<file path="src/rtl/tod_event_sequencer.sv">
`default_nettype none
// ---------------------------------------------------------------------------
// tod_event_sequencer : serialises a 32-bit seconds value as 0/1 events, then
// a latch event on the next PPS, sharing the event slot with one user source.
// Rev 1.0
// ---------------------------------------------------------------------------
module tod_event_sequencer #(
  parameter logic [7:0]  EVT_ZERO    = 8'h70,
  parameter logic [7:0]  EVT_ONE     = 8'h71,
  parameter logic [7:0]  EVT_LATCH   = 8'h7d,
  parameter int unsigned BIT_SPACING = 4
) (
  input  logic        clk_i,
  input  logic        rst_ni,
  input  logic [31:0] seconds_i,
  input  logic        load_req_i,
  output logic        load_ack_o,
  input  logic        pps_strobe_i,
  input  logic        user_valid_i,
  input  logic [7:0]  user_event_i,
  output logic        user_ready_o,
  output logic        user_reject_o,
  output logic [7:0]  event_stream_o,
  output logic        busy_o,
  output logic        armed_o,
  output logic [5:0]  bit_count_o,
  output logic        late_error_o
);

  localparam logic [7:0] C_GAP_RELOAD = 8'(BIT_SPACING - 1);
  localparam logic [5:0] C_NUM_BITS   = 6'd32;

  typedef enum logic [1:0] {
    IDLE  = 2'd0,
    SHIFT = 2'd1,
    ARMED = 2'd2
  } state_t;

  state_t      state_q, state_d;
  logic [31:0] shift_q, shift_d;
  logic [5:0]  cnt_q, cnt_d;
  logic [7:0]  gap_q, gap_d;
  logic [7:0]  ev_q, ev_d;
  logic        ack_q, ack_d;
  logic        rej_q, rej_d;
  logic        late_q, late_d;
  logic        latch_w;
  logic        bit_due_w;

  always_ff @(posedge clk_i) begin
    if (!rst_ni) begin
      state_q <= IDLE;
      shift_q <= '0;
      cnt_q   <= '0;
      gap_q   <= '0;
      ev_q    <= '0;
      ack_q   <= 1'b0;
      rej_q   <= 1'b0;
      late_q  <= 1'b0;
    end else begin
      state_q <= state_d;
      shift_q <= shift_d;
      cnt_q   <= cnt_d;
      gap_q   <= gap_d;
      ev_q    <= ev_d;
      ack_q   <= ack_d;
      rej_q   <= rej_d;
      late_q  <= late_d;
    end
  end

  always_comb begin
    state_d      = state_q;
    shift_d      = shift_q;
    cnt_d        = cnt_q;
    gap_d        = gap_q;
    ev_d         = 8'h00;
    ack_d        = 1'b0;
    rej_d        = 1'b0;
    late_d       = 1'b0;
    latch_w      = 1'b0;
    bit_due_w    = (state_q == SHIFT) && (gap_q == 8'd0) && (cnt_q < C_NUM_BITS);
    user_ready_o = 1'b0;

    case (state_q)
      IDLE: begin
        if (load_req_i) begin
          shift_d = seconds_i;
          cnt_d   = '0;
          gap_d   = '0;
          ack_d   = 1'b1;
          state_d = SHIFT;
        end
      end
      SHIFT: begin
        if (bit_due_w) begin
          shift_d = {shift_q[30:0], 1'b0};
          cnt_d   = cnt_q + 6'd1;
          gap_d   = C_GAP_RELOAD;
        end else if (gap_q != 8'd0) begin
          gap_d = gap_q - 8'd1;
        end
        // ARMED is entered one cycle after the final bit issues, so a PPS
        // coincident with (or just after) the 32nd bit still counts as late.
        if (cnt_q == C_NUM_BITS) begin
          state_d = ARMED;
        end
        late_d = pps_strobe_i;
      end
      ARMED: begin
        if (pps_strobe_i) begin
          latch_w = 1'b1;
          cnt_d   = '0;
          state_d = IDLE;
        end
      end
      default: state_d = IDLE;
    endcase

    user_ready_o = rst_ni && user_valid_i && !latch_w && !bit_due_w;

    if (latch_w) begin
      ev_d = EVT_LATCH;
    end else if (bit_due_w) begin
      ev_d = shift_q[31] ? EVT_ONE : EVT_ZERO;
    end else if (user_ready_o) begin
      // Reserved codes would corrupt receiver bit pointers; swallow them.
      if ((user_event_i == EVT_ZERO) || (user_event_i == EVT_ONE) ||
          (user_event_i == EVT_LATCH)) begin
        rej_d = 1'b1;
      end else begin
        ev_d = user_event_i;
      end
    end
  end

  assign load_ack_o     = ack_q;
  assign user_reject_o  = rej_q;
  assign event_stream_o = ev_q;
  assign busy_o         = (state_q == SHIFT) || (state_q == ARMED);
  assign armed_o        = (state_q == ARMED);
  assign bit_count_o    = cnt_q;
  assign late_error_o   = late_q;

endmodule
`default_nettype wire

</file>
<file path="config.mk">
export PLATFORM = sky130hd
export DESIGN_NAME = tod_event_sequencer
export DESIGN_NICKNAME = d
export VERILOG_FILES = /design/src/rtl/tod_event_sequencer.sv
export SDC_FILE = /design/constraint.sdc
export NUM_CORES = 1
export LEC_CHECK = 0
export BUFFER_PORTS_ARGS = -buffer_cell sky130_fd_sc_hd__buf_2
export CORE_MARGIN = 2
export CORE_UTILIZATION = 54
export CTS_BUF_LIST = sky130_fd_sc_hd__clkbuf_4
export DETAILED_ROUTE_END_ITERATION = 8
export PLACE_DENSITY = 0.8
export SYNTH_ARGS = -nofsm -noshare
export SYNTH_HDL_FRONTEND = slang
export SYNTH_SLANG_ARGS = --single-unit
</file>
<file path="constraint.sdc">
create_clock -name clk_i -period 2.5 [get_ports clk_i]
set_clock_uncertainty 0.1 [all_clocks]
set_input_delay 0.25 -clock clk_i [delete_from_list [all_inputs] [get_ports clk_i]]
set_output_delay 0.25 -clock clk_i [all_outputs]
set_load 0.01 [all_outputs]
</file>
# Yosys cells after proc, flatten, opt, wreduce, memory -nomap -nowiden
# Cells that the tools add are included.
[totals]
wordCells = 72
in_bits = 45
ff_bits = 59
[classes]
bitwise = 2
add_sub_neg = 2
n_reduce_logical = 23
magnitude_cmp = 1
n_mux = 24
eq_ne = 11
[ops]
columns = ["op", "n"]
rows = [
  ["$mux W32", 2],
  ["$pmux W32 S2", 1],
  ["$mux W8", 6],
  ["$eq A8 B7 Y1 const B", 3],
  ["$mux W6", 3],
  ["$pmux W6 S3", 1],
  ["$pmux W8 S2", 1],
  ["$reduce_and A3 Y1", 3],
  ["$logic_not A8 Y1", 1],
  ["$reduce_bool A8 Y1", 1],
  ["$sub A8 B1 Y8 const B", 1],
  ["$mux W7", 1],
  ["$add A6 B1 Y6 const B", 1],
  ["$eq A6 B6 Y1 const B", 1],
  ["$lt A6 B6 Y1 const B", 1],
  ["$mux W2", 3],
  ["$ne A2 B2 Y1 const B", 3],
  ["$pmux W2 S3", 1],
  ["$logic_and A1 B1 Y1", 5],
  ["$mux W1", 5],
  ["$reduce_and A2 Y1", 2],
  ["$reduce_and A4 Y1", 1],
  ["$reduce_or A4 Y1", 1],
  ["$logic_or A1 B1 Y1", 3],
  ["other kinds (10)", 12],
]

# Logic depth before layout (Yosys ltp)
# Gate-level depths: netlist of the first run.
[depth]
word_depth = 8
depth_mapped = 8
ltp_nobuf = 6

# Least setup slack after synthesis of the first run
# Ideal clock, no wire load.
[synth_timing]
path_kind = "reg-to-reg"
from = "reg gap_q[2]"
to = "reg shift_q[23]"
stages_incl_launch_ff = 7
required_time_ps = 2257
t_arrival_ps = 1937
setup_slack_ps = 320
period_less_slack_ps = 2180
n_path_buf = 2
setup_time_ps = 143
path_cell_list = "dfxtp_1 > or4_4 > buf_6 > or4_4 > a21oi_4 > buf_6 > a211oi_2"
[synth_between]
elab_chain_len = 5
[synth_rtl]
columns = ["element", "line_no", "text"]
rows = [
  ["from (decl)", "42", "logic [7:0] gap_q, gap_d;"],
  ["from (signal assigned)", "64", "gap_q <= gap_d;"],
  ["$logic_not A8 Y1", "82", "bit_due_w = (state_q == SHIFT) && (gap_q == 8'd0) && (cnt_q < C_NUM_BITS);"],
  ["$logic_and A1 B1 Y1 (2 in series)", "82", ""],
  ["$ne A2 B2 Y1 (no line)", "--", ""],
  ["$reduce_and A3 Y1 (no line)", "--", ""],
  ["to (signal assigned)", "62", "shift_q <= shift_d;"],
  ["to (decl)", "40", "logic [31:0] shift_q, shift_d;"],
]
# No other way between the ends.
# A chain may end at the register's enable or synchronous reset.

# Worst setup path after layout of the first run
[layout_timing]
from = "reg gap_q[0]"
to = "reg shift_q[10]"
# The elaborated chain is that of the path after synthesis.

==> reports/summary.txt, run 1 <==
Simple-gate share of the synthesized area: 12.15%
Via count: 2533
Syn Area/Cell: 9.816 µm²
Worst Setup Path Type: reg2reg
Total Routing Usage GR: 22.82%
DP HPWL: 4.562 mm
Pre-CTS WS: 0.2020 ns
Die Span X: 77.48 µm
CTS tree: yes
Final Net Count: 413
Initial antenna violation count: 0
Dpl cell area: 3318 µm²
Area of the die: 6002 µm²
Largest area contributor in the synthesized netlist: dfxtp_1
Syn Inst Count: 297
Largest cells by area after synthesis: dfxtp_1, mux2i_1, a211oi_2
Post-Route WL: 6.576 mm
Outcome: finished clean
Iteration-0 DRC Markers: 116
CTS Buf Count: 9
XOR/XNOR share of the synthesized area: 0.3004%
Pre-Repair DR Iteration Count: 4
Most common cell in the netlist: dfxtp_1
First-pass GRT wire length: 11.10 mm
Num rows: 26
Number of global-route vias before repair: 2490
Most frequent cells after synthesis: dfxtp_1, a21oi_1, mux2i_1, a211oi_2, a211oi_1
Drt wl/cell: 15.08 µm
Initial Util: 56.36%
Max_cap viols: 0
Layout cells sized above 1: 31.97%
Mux cell area share after synthesis: 11.72%
GPL Wtd Cong: 0.8861
Biggest cell delay along the critical path: 0.53 ns
Maximum level of the CTS H-tree: 3
Worst setup EP type: flip-flop
Core area: 5172 µm²
Setup bufs post-CTS: 0
Antenna Cells: 0
Largest net degree at the start of global routing: 39
Placed insts: 418
Crit path time final: 2.315 ns
Post-Synth Adder-Cell Area: 3.004%
Mapped Area: 2915 µm²
Ys flop type: dfxtp_1
Worst-Margin Slew: 0.5541 ns
Peak VDD IR: 0.4072 mV
Vias/cell: 5.810
Worst path required time: 2.71 ns
Ys async rst share: 0%
Synth top area share: 40.52%
Detailed-route DRC error count: 0
Ys Warns: 0
Reg clk slew, reported paths: 0.11 ns
Max-slew violations: 0
Register area share after synthesis: 40.52%
Layout area overhead: 20.47%
Slew headroom: 62.48%
Distinct cells, synth: 47
# IOs: 65
Slowest-stage cell, CP: or4bb_1
CP Launch Type: flip-flop
Post-synthesis compound-gate area fraction: 26.95%
Leakage Power: 1.428 nW
Input/output buffers: 64
RSZ-0062 raised after global routing: no
Main combinational cell family by area after synthesis: compound AO/OA/AOI/OAI gates
Finished Layout Cells: 436
Setup ws final: 0.1853 ns
Fmax: 432.0 MHz
Final setup fails: 0
Clk_lat worst skew: 0.40 ns
Post-synth EDFFs: 0
CP Data Arrival Time: 2.53 ns
Fin Setup TNS: 0 ns
Hold Vio Cnt, Final: 0
Yosys reg bits: 59
Die span in y: 77.48 µm
CTS max path bufs: 2
Highest net fanout along the worst path: 31
Min-Delay Path Class: in2reg
Grt ovf: 0
Clk sink count: 59
Routed Antenna Nets: 0
Final Cycle Share: 92.59%
Design Area, Final: 3512 µm²
Mapped Nets: 349
Clk root buf: clkbuf_4
Power density over the cells: 776.3 nW/µm²
Crit-path cells: inv_1 > ha_1 > or4bb_1 > o31ai_4 > a21oi_4 > buf_12 > a211oi_1
layout by cell type, fill, tap and decap left out, types with 2 or more instances in the layout:
| master | n |
|---|---|
| clkinv_1 | 3 |
| a211oi_1 | 11 |
| bufinv_16 | 2 |
| mux2i_1 | 33 |
| nor4_1 | 4 |
| clkbuf_4 | 10 |
| or4_4 | 2 |
| buf_2 | 64 |
| nand2b_1 | 4 |
| or2_2 | 2 |
| a41oi_1 | 3 |
| a211oi_2 | 20 |
| o31ai_1 | 3 |
| a31oi_1 | 8 |
| nand4_1 | 4 |
| or4_1 | 2 |
| nor2b_1 | 2 |
| buf_12 | 3 |
| inv_1 | 10 |
| o21ai_0 | 4 |
| nor2_1 | 7 |
| nand3_1 | 6 |
| ha_1 | 6 |
| or3_1 | 4 |
| a21oi_1 | 42 |
| nand2_1 | 8 |
| nor3_1 | 2 |
| buf_4 | 4 |
| and3_1 | 8 |
| dlygate4sd3_1 | 2 |
| dfxtp_1 | 59 |
routing by layer:
metal	vias to the layer above	wire length [µm]	track usage [%]
li1	1263	-	-
met1	1198	3182	29.74
met2	63	3023	35.74
met3	9	287	5.116
met4	0	83	11.07
met5	-	0	0
power breakdown:
group	switching, W	leakage [nW]	internal [W]
combinational	0.000459	0.862	0.000365
sequential	0.0000816	0.485	0.00107
clock	0.000344	0.0815	0.000409
worst max-delay path, delay by kind of cell (launching register included):
family	cells	cell delay, ns
compound gates	3	0.71
buf+inv	2	0.31
fa+ha+maj	1	0.21
simple gates	1	0.53
flops	1	0.35
path summary, 6_finish.rpt:
check	startpoint	slack (ns)	cells past startpoint	end
worst max-delay path	gap_q[0]$_SDFFE_PN0P_	0.19	7	shift_q[10]$_SDFFE_PN0P_
worst min-delay path	seconds_i[0]	0.02	3	shift_q[0]$_SDFFE_PN0P_
worst max register to register	gap_q[0]$_SDFFE_PN0P_	0.19	7	shift_q[10]$_SDFFE_PN0P_
worst min register to register	gap_q[1]$_SDFFE_PN0P_	0.37	2	gap_q[1]$_SDFFE_PN0P_
per-stage QoR:
step           power [W]  utilization [%]  hold WS, ns
6_report        0.002726            67.90      0.02127
5_1_grt         0.002889            67.90     0.005268
4_1_cts         0.002734            67.63    0.0005981
3_5_place_dp    0.001974            64.15       0.3477
3_3_place_gp    0.001946            64.15       0.3416
2_1_floorplan   0.001780                -       0.2678
sequential cells by signal, indices dropped and copies added (netlist names):
name	flops
event_stream_o	8
bit_count_o	6
state_q	2
user_reject_o	1
load_ack_o	1
gap_q	8
late_error_o	1
shift_q	32
kinds of logic after synthesis:
| group | Yosys count |
|---|---|
| AOI/OAI and AO/OA | 104 |
| xor gates and xnor gates | 1 |
| adders and majority gates | 7 |
| buffers and inverters | 32 |
| DFF | 59 |
| muxes | 34 |
| and+or+nand+nor | 60 |
what timing repair did:
| item | CTS | global route |
|---|---|---|
| resized for setup | 2 | 1 |
| pin swaps | 0 | 1 |
| hold buffers | 1 | 1 |
| hold endpoints to repair | 1 | 1 |
| setup endpoints to repair | 1 | 1 |
cell type report:
class                      instances  area [µm²]
multi-input combinational        206        1605
clock inverter                     6       80.08
clock buffer                      10       75.07
inverter                          11       41.29
sequential                        59        1181
fill                             431        1660
timing repair buffer              74       441.7
tap                               70       87.58
(Power assumes the default switching activity.)
==> run 2: changes to the inputs <==
--- a/config.mk
+++ b/config.mk
@@ -10,6 +10,7 @@
 export CORE_UTILIZATION = 54
 export CTS_BUF_LIST = sky130_fd_sc_hd__clkbuf_4
 export DETAILED_ROUTE_END_ITERATION = 8
+export HOLD_SLACK_MARGIN = 0.03
 export PLACE_DENSITY = 0.8
 export SYNTH_ARGS = -nofsm -noshare
 export SYNTH_HDL_FRONTEND = slang
==> constraint.sdc (replaced) <==
create_clock -name clk_i -period 2.5 [get_ports clk_i]
set_clock_uncertainty 0.1 [all_clocks]
set_input_delay 0.125 -clock clk_i [delete_from_list [all_inputs] [get_ports clk_i]]
set_output_delay 0.125 -clock clk_i [all_outputs]
set_load 0.01 [all_outputs]
==> reports/summary.txt, run 2 (synthesized netlist as in run 1, its figures left out) <==
Biggest cell delay along the critical path: 0.42 ns (-0.11 ns)
Crit-path leading delay family: simple AND/OR/NAND/NOR gates
WP depth: 8 (+1)
Min-Delay Path Class: reg2reg
Worst path required time: 2.28 ns (-0.43 ns)
Initial antenna violation count: 0 (unchanged)
RR Endpoint: shift_q[4]$_SDFFE_PN0P_
Outcome: finished clean
Clk_lat worst skew: 0.39 ns (about the same)
Total Routing Usage GR: 25.35% (+2.5 points)
Sum of buffers and inverters on the critical path: 4 (+2)
Leakage Power: 1.601 nW (+12%)
DP HPWL: 4.461 mm (-2.2%)
Setup bufs post-CTS: 0 (unchanged)
Hold Vio Cnt, Final: 0 (unchanged)
Power density over the cells: 685.9 nW/µm² (-12%)
Number of global-route vias before repair: 2677 (+7.5%)
Fmax: 424.3 MHz (-1.8%)
Fin Setup TNS: 0 ns (unchanged)
Pre-CTS WS: 0.2300 ns (+0.02796 ns)
Crit-path cells: inv_1 > ha_2 > buf_6 > nor4bb_4 > nand3_4 > nand2_1 > inv_1 > buf_2
CP most frequent cell: inv_1
R2R Setup Slk: 0.17 ns (-0.02 ns)
Vias/cell: 5.647 (-2.8%)
Grt ovf: 0 (unchanged)
CTS max path bufs: 2 (unchanged)
# IOs: 65 (unchanged)
Clk root buf: clkbuf_4
Register with the most flip-flops: shift_q
CP Launch Type: flip-flop
RSZ-0062 raised after global routing: no
Worst r2r path cells: 7 (unchanged)
Commonest cells after routing, fill and taps aside: buf_2, dfxtp_1, dlygate4sd3_1, a21oi_1, mux2i_1
Finished Layout Cells: 479 (+9.9%)
Max_cap viols: 0 (unchanged)
Iteration-0 DRC Markers: 187 (+61%)
Most common cell after layout, fill and taps aside: buf_2
Clk sink count: 59 (unchanged)
Final Cycle Share: 94.26% (+1.7 points)
Setup ws final: 0.1434 ns (-0.04195 ns)
CTS tree: yes
Design Area, Final: 3934 µm² (+12%)
Crit path to: user_ready_o
Detailed-route DRC error count: 0 (unchanged)
Input/output buffers: 64 (unchanged)
Final setup fails: 0 (unchanged)
Via count: 2705 (+6.8%)
Area of the die: 6002 µm² (unchanged)
Slew headroom: 44.28% (-18 points)
Reg2reg start: state_q[1]$_SDFFE_PN0P_
Placed insts: 417 (-0.24%)
Routed Antenna Nets: 0 (unchanged)
Highest net fanout along the worst path: 22 (-29%)
Peak VDD IR: 0.4300 mV (+5.6%)
GPL Wtd Cong: 0.8548 (-3.5%)
Die Span X: 77.48 µm (unchanged)
Drt wl/cell: 15.39 µm (+2.1%)
Slowest-stage cell, CP: nor4bb_4
Dpl cell area: 3311 µm² (-0.23%)
Crit path time final: 2.357 ns (+0.04195 ns)
Pre-Repair DR Iteration Count: 4 (unchanged)
Final Net Count: 456 (+10%)
Largest net degree at the start of global routing: 32 (-18%)
Max reg flops: 32 (unchanged)
Post-Route WL: 7.374 mm (+12%)
Initial Util: 56.36% (unchanged)
Antenna Cells: 0 (unchanged)
Critical Path Start: state_q[1]$_SDFFE_PN0P_
Reg clk slew, reported paths: 0.10 ns (about the same)
Num rows: 26 (unchanged)
First-pass GRT wire length: 12.13 mm (+9.3%)
Worst-Margin Slew: 0.8282 ns (+0.2741 ns)
Layout area overhead: 34.94%
Layout cells sized above 1: 28.85% (-3.1 points)
Max-slew violations: 0 (unchanged)
Worst Setup Path Type: reg2out
CTS Buf Count: 9 (unchanged)
Worst setup EP type: primary output
Core area: 5172 µm² (unchanged)
Maximum level of the CTS H-tree: 3 (unchanged)
Die span in y: 77.48 µm (unchanged)
CP Data Arrival Time: 2.13 ns (-0.40 ns)
[run 2: cell count changes in the layout (fill, tap and decap cells not counted), sizes merged]
cell,previous run,this run
clkinv,4,5
buf,72,71
bufinv,2,1
dlygate4sd3,2,46
[run 2: power breakdown]
| part | total [W] | switching [W] | internal (W) |
|---|---|---|---|
| Combinational | 0.000891 | 0.000482 | 0.000409 |
| Clock | 0.000655 | 0.000348 | 0.000308 |
| Sequential | 0.00115 | 0.0000834 | 0.00107 |
[run 2: how the worst min path moves through the flow]
stage / from / to / slack, ns / cells past startpoint
5_1_grt: shift_q[0]$_SDFFE_PN0P_ / shift_q[0]$_SDFFE_PN0P_ / 0.41 / 2
3_3_place_gp: user_event_i[7] / event_stream_o[7]$_SDFF_PP0_ / 0.28 / 2
6_report: shift_q[0]$_SDFFE_PN0P_ / shift_q[0]$_SDFFE_PN0P_ / 0.37 / 2
4_1_cts: shift_q[0]$_SDFFE_PN0P_ / shift_q[0]$_SDFFE_PN0P_ / 0.37 / 2
3_5_place_dp: user_event_i[7] / event_stream_o[7]$_SDFF_PP0_ / 0.28 / 2
2_1_floorplan: rst_ni / bit_count_o[5]$_SDFFE_PN0P_ / 0.14 / 1
[run 2: per-stage QoR]
| step | power (W) | hold slack [ns] | util (%) |
|---|---|---|---|
| 6_report | 0.002698 | 0.3680 | 76.05 |
| 5_1_grt | 0.002844 | 0.4072 | 76.05 |
| 4_1_cts | 0.002674 | 0.3659 | 75.83 |
| 3_5_place_dp | 0.001963 | 0.2836 | 64.01 |
| 3_3_place_gp | 0.001941 | 0.2822 | 64.01 |
| 2_1_floorplan | 0.001780 | 0.1428 | - |
[run 2: layout make-up]
type,count,area [µm²]
Tap cell,70,87.58
Multi-Input combinational cell,206,1618
Clock buffer,10,75.07
Sequential cell,59,1181
Fill cell,357,1239
Clock inverter,6,56.30
Timing Repair Buffer,117,874.6
Inverter,11,41.29
[run 2: per-layer routing]
layer | up-vias | global-route usage [%] | part of all wire (%) | routed length (µm)
met5 | - | 0 | 0 | 0
met4 | 0 | 11.25 | 2.1 | 153
met3 | 15 | 4.302 | 4.4 | 325
met2 | 90 | 43.57 | 49 | 3608
met1 | 1249 | 31.09 | 45 | 3287
li1 | 1351 | - | - | -
[run 2: worst reg2reg max path: stages, from the launching register on]
cell and delay [ns]:
dfxtp_1 0.34, inv_1 0.09, ha_2 0.19, or4bb_1 0.61
o31ai_4 0.41, a21oi_4 0.07, buf_12 0.20, a211oi_1 0.25
[run 2: what timing repair did]
action,4_1_cts,5_1_grt
endpoints found under the hold margin,44,0
endpoints found under the setup margin,1,1
hold buffers,46,0
pin swaps,0,1
resized for setup,3,2
==> run 3: changes to the inputs <==
--- a/config.mk
+++ b/config.mk
@@ -7,11 +7,11 @@
 export LEC_CHECK = 0
 export BUFFER_PORTS_ARGS = -buffer_cell sky130_fd_sc_hd__buf_2
 export CORE_MARGIN = 2
-export CORE_UTILIZATION = 54
+export CORE_UTILIZATION = 50
 export CTS_BUF_LIST = sky130_fd_sc_hd__clkbuf_4
 export DETAILED_ROUTE_END_ITERATION = 8
 export HOLD_SLACK_MARGIN = 0.03
-export PLACE_DENSITY = 0.8
+export PLACE_DENSITY = 0.75
 export SYNTH_ARGS = -nofsm -noshare
 export SYNTH_HDL_FRONTEND = slang
 export SYNTH_SLANG_ARGS = --single-unit
==> reports/summary.txt, run 3 (synthesized netlist as in run 1, its figures left out) <==
Highest net fanout along the worst path: 9 (-59%)
Met2 Usage GRT: 38.00% (-5.6 points)
Clk_lat worst skew: 0.41 ns (+0.02 ns)
Met1 usage: 30.95% (-0.14 points)
Final Net Count: 458 (+0.44%)
Grt ovf: 0 (unchanged)
Worst-Margin Slew: 0.7576 ns (-0.07065 ns)
Internal power: 0.001865 W (+4.5%)
Grt met3 use: 5.393% (+1.1 points)
Area of the multi-input gates: 1609 µm² (-0.54%)
Layout cells sized above 1: 29.27% (+0.42 points)
Via count: 2665 (-1.5%)
Antenna Cells: 0 (unchanged)
Peak VDD IR: 0.5322 mV (+24%)
Max-slew violations: 0 (unchanged)
Die span in y: 80.36 µm (+3.7%)
Min-Delay Path Class: in2reg
Input/output buffers: 64 (unchanged)
Leakage Power: 1.608 nW (+0.43%)
Worst r2r path cells: 5 (-2)
Area of the die: 6458 µm² (+7.6%)
Fmax: 419.1 MHz (-1.2%)
Most Crowded Layer GR: met2
Hold Path Stages: 3 (+1)
Hold Vio Cnt, Final: 0 (unchanged)
FF/Latch Area: 1181 µm² (unchanged)
Routed Antenna Nets: 0 (unchanged)
# IOs: 65 (unchanged)
Initial antenna violation count: 0 (unchanged)
Max_cap viols: 0 (unchanged)
Net Sw Power: 0.0009100 W (-0.27%)
Detailed-route DRC error count: 0 (unchanged)
CP Data Arrival Time: 2.58 ns (+0.45 ns)
Drt wl/cell: 15.02 µm (-2.5%)
Worst path required time: 2.70 ns (+0.42 ns)
Final setup fails: 0 (unchanged)
Iteration-0 DRC Markers: 188 (+0.53%)
Initial Util: 52.30% (-4.1 points)
Finished Layout Cells: 482 (+0.63%)
Outcome: finished clean
Fin Setup TNS: 0 ns (unchanged)
CTS tree: yes
Core area: 5574 µm² (+7.8%)
Register with the most flip-flops: shift_q
Placed insts: 421 (+0.96%)
GPL Wtd Cong: 0.8199 (-4.1%)
Final core utilization: 70.75% (-5.3 points)
DP HPWL: 4.552 mm (+2.0%)
Clk root buf: clkbuf_4
Post-Route WL: 7.238 mm (-1.8%)
Switching Fraction: 32.79% (-1.0 points)
Design Area, Final: 3944 µm² (+0.25%)
Layout area overhead: 35.28%
Reg clk slew, reported paths: 0.10 ns (about the same)
First-pass GRT wire length: 11.75 mm (-3.1%)
Clk sink count: 59 (unchanged)
Total Routing Usage GR: 23.51% (-1.8 points)
Crit path time final: 2.386 ns (+0.02938 ns)
Dpl cell area: 3316 µm² (+0.15%)
Power density over the cells: 703.7 nW/µm² (+2.6%)
Maximum level of the CTS H-tree: 3 (unchanged)
Fillers: 418 (+17%)
Pre-Repair DR Iteration Count: 4 (unchanged)
Final Cycle Share: 95.44% (+1.2 points)
Largest net degree at the start of global routing: 32 (unchanged)
Vias/cell: 5.529 (-2.1%)
Die Span X: 80.36 µm (+3.7%)
Commonest cells after routing, fill and taps aside: buf_2, dfxtp_1, dlygate4sd3_1, a21oi_1, mux2i_1
Most common cell after layout, fill and taps aside: buf_2
CP Launch Type: flip-flop
Setup bufs post-CTS: 0 (unchanged)
Num rows: 27 (+3.8%)
CTS Buf Count: 9 (unchanged)
Number of global-route vias before repair: 2537 (-5.2%)
Combinational Power Share: 31.8% (-1.2 points)
Power share of the clock group: 26.9% (+2.6 points)
Sequential share of power: 41.3% (-1.4 points)
Worst setup EP type: flip-flop
Slew headroom: 49.03% (+4.8 points)
CTS max path bufs: 2 (unchanged)
Worst Setup Path Type: reg2reg
Max reg flops: 32 (unchanged)
[run 3: cell count changes in the layout (fill, tap and decap cells not counted)]
| cell | change |
|---|---|
| o311ai_2 | +1 |
| clkbuf_4 | -1 |
| buf_12 | -1 |
| buf_4 | +4 |
| o311ai_1 | -1 |
| bufinv_16 | +1 |
| nor4bb_2 | +1 |
| buf_6 | -1 |
| clkinv_2 | -1 |
| nand3_4 | -1 |
| nor4bb_4 | -1 |
| nand3_2 | +1 |
[run 3: worst max-delay path, cell delays in order, from the launching register on]
cell and delay [ns]:
dfxtp_1 0.36, nor4_1 0.68, nand3_2 0.32, nand4_1 0.19, dlygate4sd3_1 0.57, a21oi_1 0.07
[run 3: worst paths after layout]
path / start / end / slack [ns]
max: gap_q[2]$_SDFFE_PN0P_ / event_stream_o[2]$_SDFF_PN0_ / 0.11
min: seconds_i[21] / shift_q[21]$_SDFFE_PN0P_ / 0.02
max reg2reg: gap_q[2]$_SDFFE_PN0P_ / event_stream_o[2]$_SDFF_PN0_ / 0.11
min reg2reg: gap_q[1]$_SDFFE_PN0P_ / gap_q[1]$_SDFFE_PN0P_ / 0.37
[run 3: power groups by stage]
stage	logic [W]	registers, W	clock network [W]
final	0.000882	0.00115	0.000746
after global routing	0.000964	0.00116	0.000793
after CTS	0.000863	0.00114	0.000748
after detailed placement	0.000801	0.00116	0
after global placement	0.000784	0.00116	0
after floorplan	0.000629	0.00115	0
[run 3: cell type report]
| cell class | count | area share, % |
|---|---|---|
| Inverter | 11 | 1.047 |
| Sequential cell | 59 | 29.95 |
| Clock inverter | 6 | 2.062 |
| Multi-Input combinational cell | 206 | 40.80 |
| Tap cell | 72 | 2.284 |
| Timing Repair Buffer | 119 | 22.14 |
| Clock buffer | 9 | 1.713 |
[run 3: routing by layer]
| metal | share of wire, % | wire length [µm] |
|---|---|---|
| met5 | 0 | 0 |
| met4 | 1.2 | 85 |
| met3 | 4.1 | 296 |
| met2 | 46 | 3351 |
| met1 | 48 | 3505 |
[run 3: stage by stage]
step / worst slack (ns) / hold WS, ns / total power (W)
CTS: 0.02624 / 0.03519 / 0.002754
detailed placement: 0.2353 / 0.2789 / 0.001965
global route: -0.005601 / 0.03619 / 0.002918
floorplan: 0.3202 / 0.1428 / 0.001780
finish: 0.1140 / 0.02482 / 0.002775
global placement: 0.2801 / 0.2759 / 0.001943
[run 3: repair_timing]
| item | 4_1_cts | 5_1_grt |
|---|---|---|
| hold endpoints to repair | 42 | 0 |
| hold buffers | 46 | 0 |
| resized for setup | 0 | 3 |
| endpoints found under the setup margin | 0 | 5 |
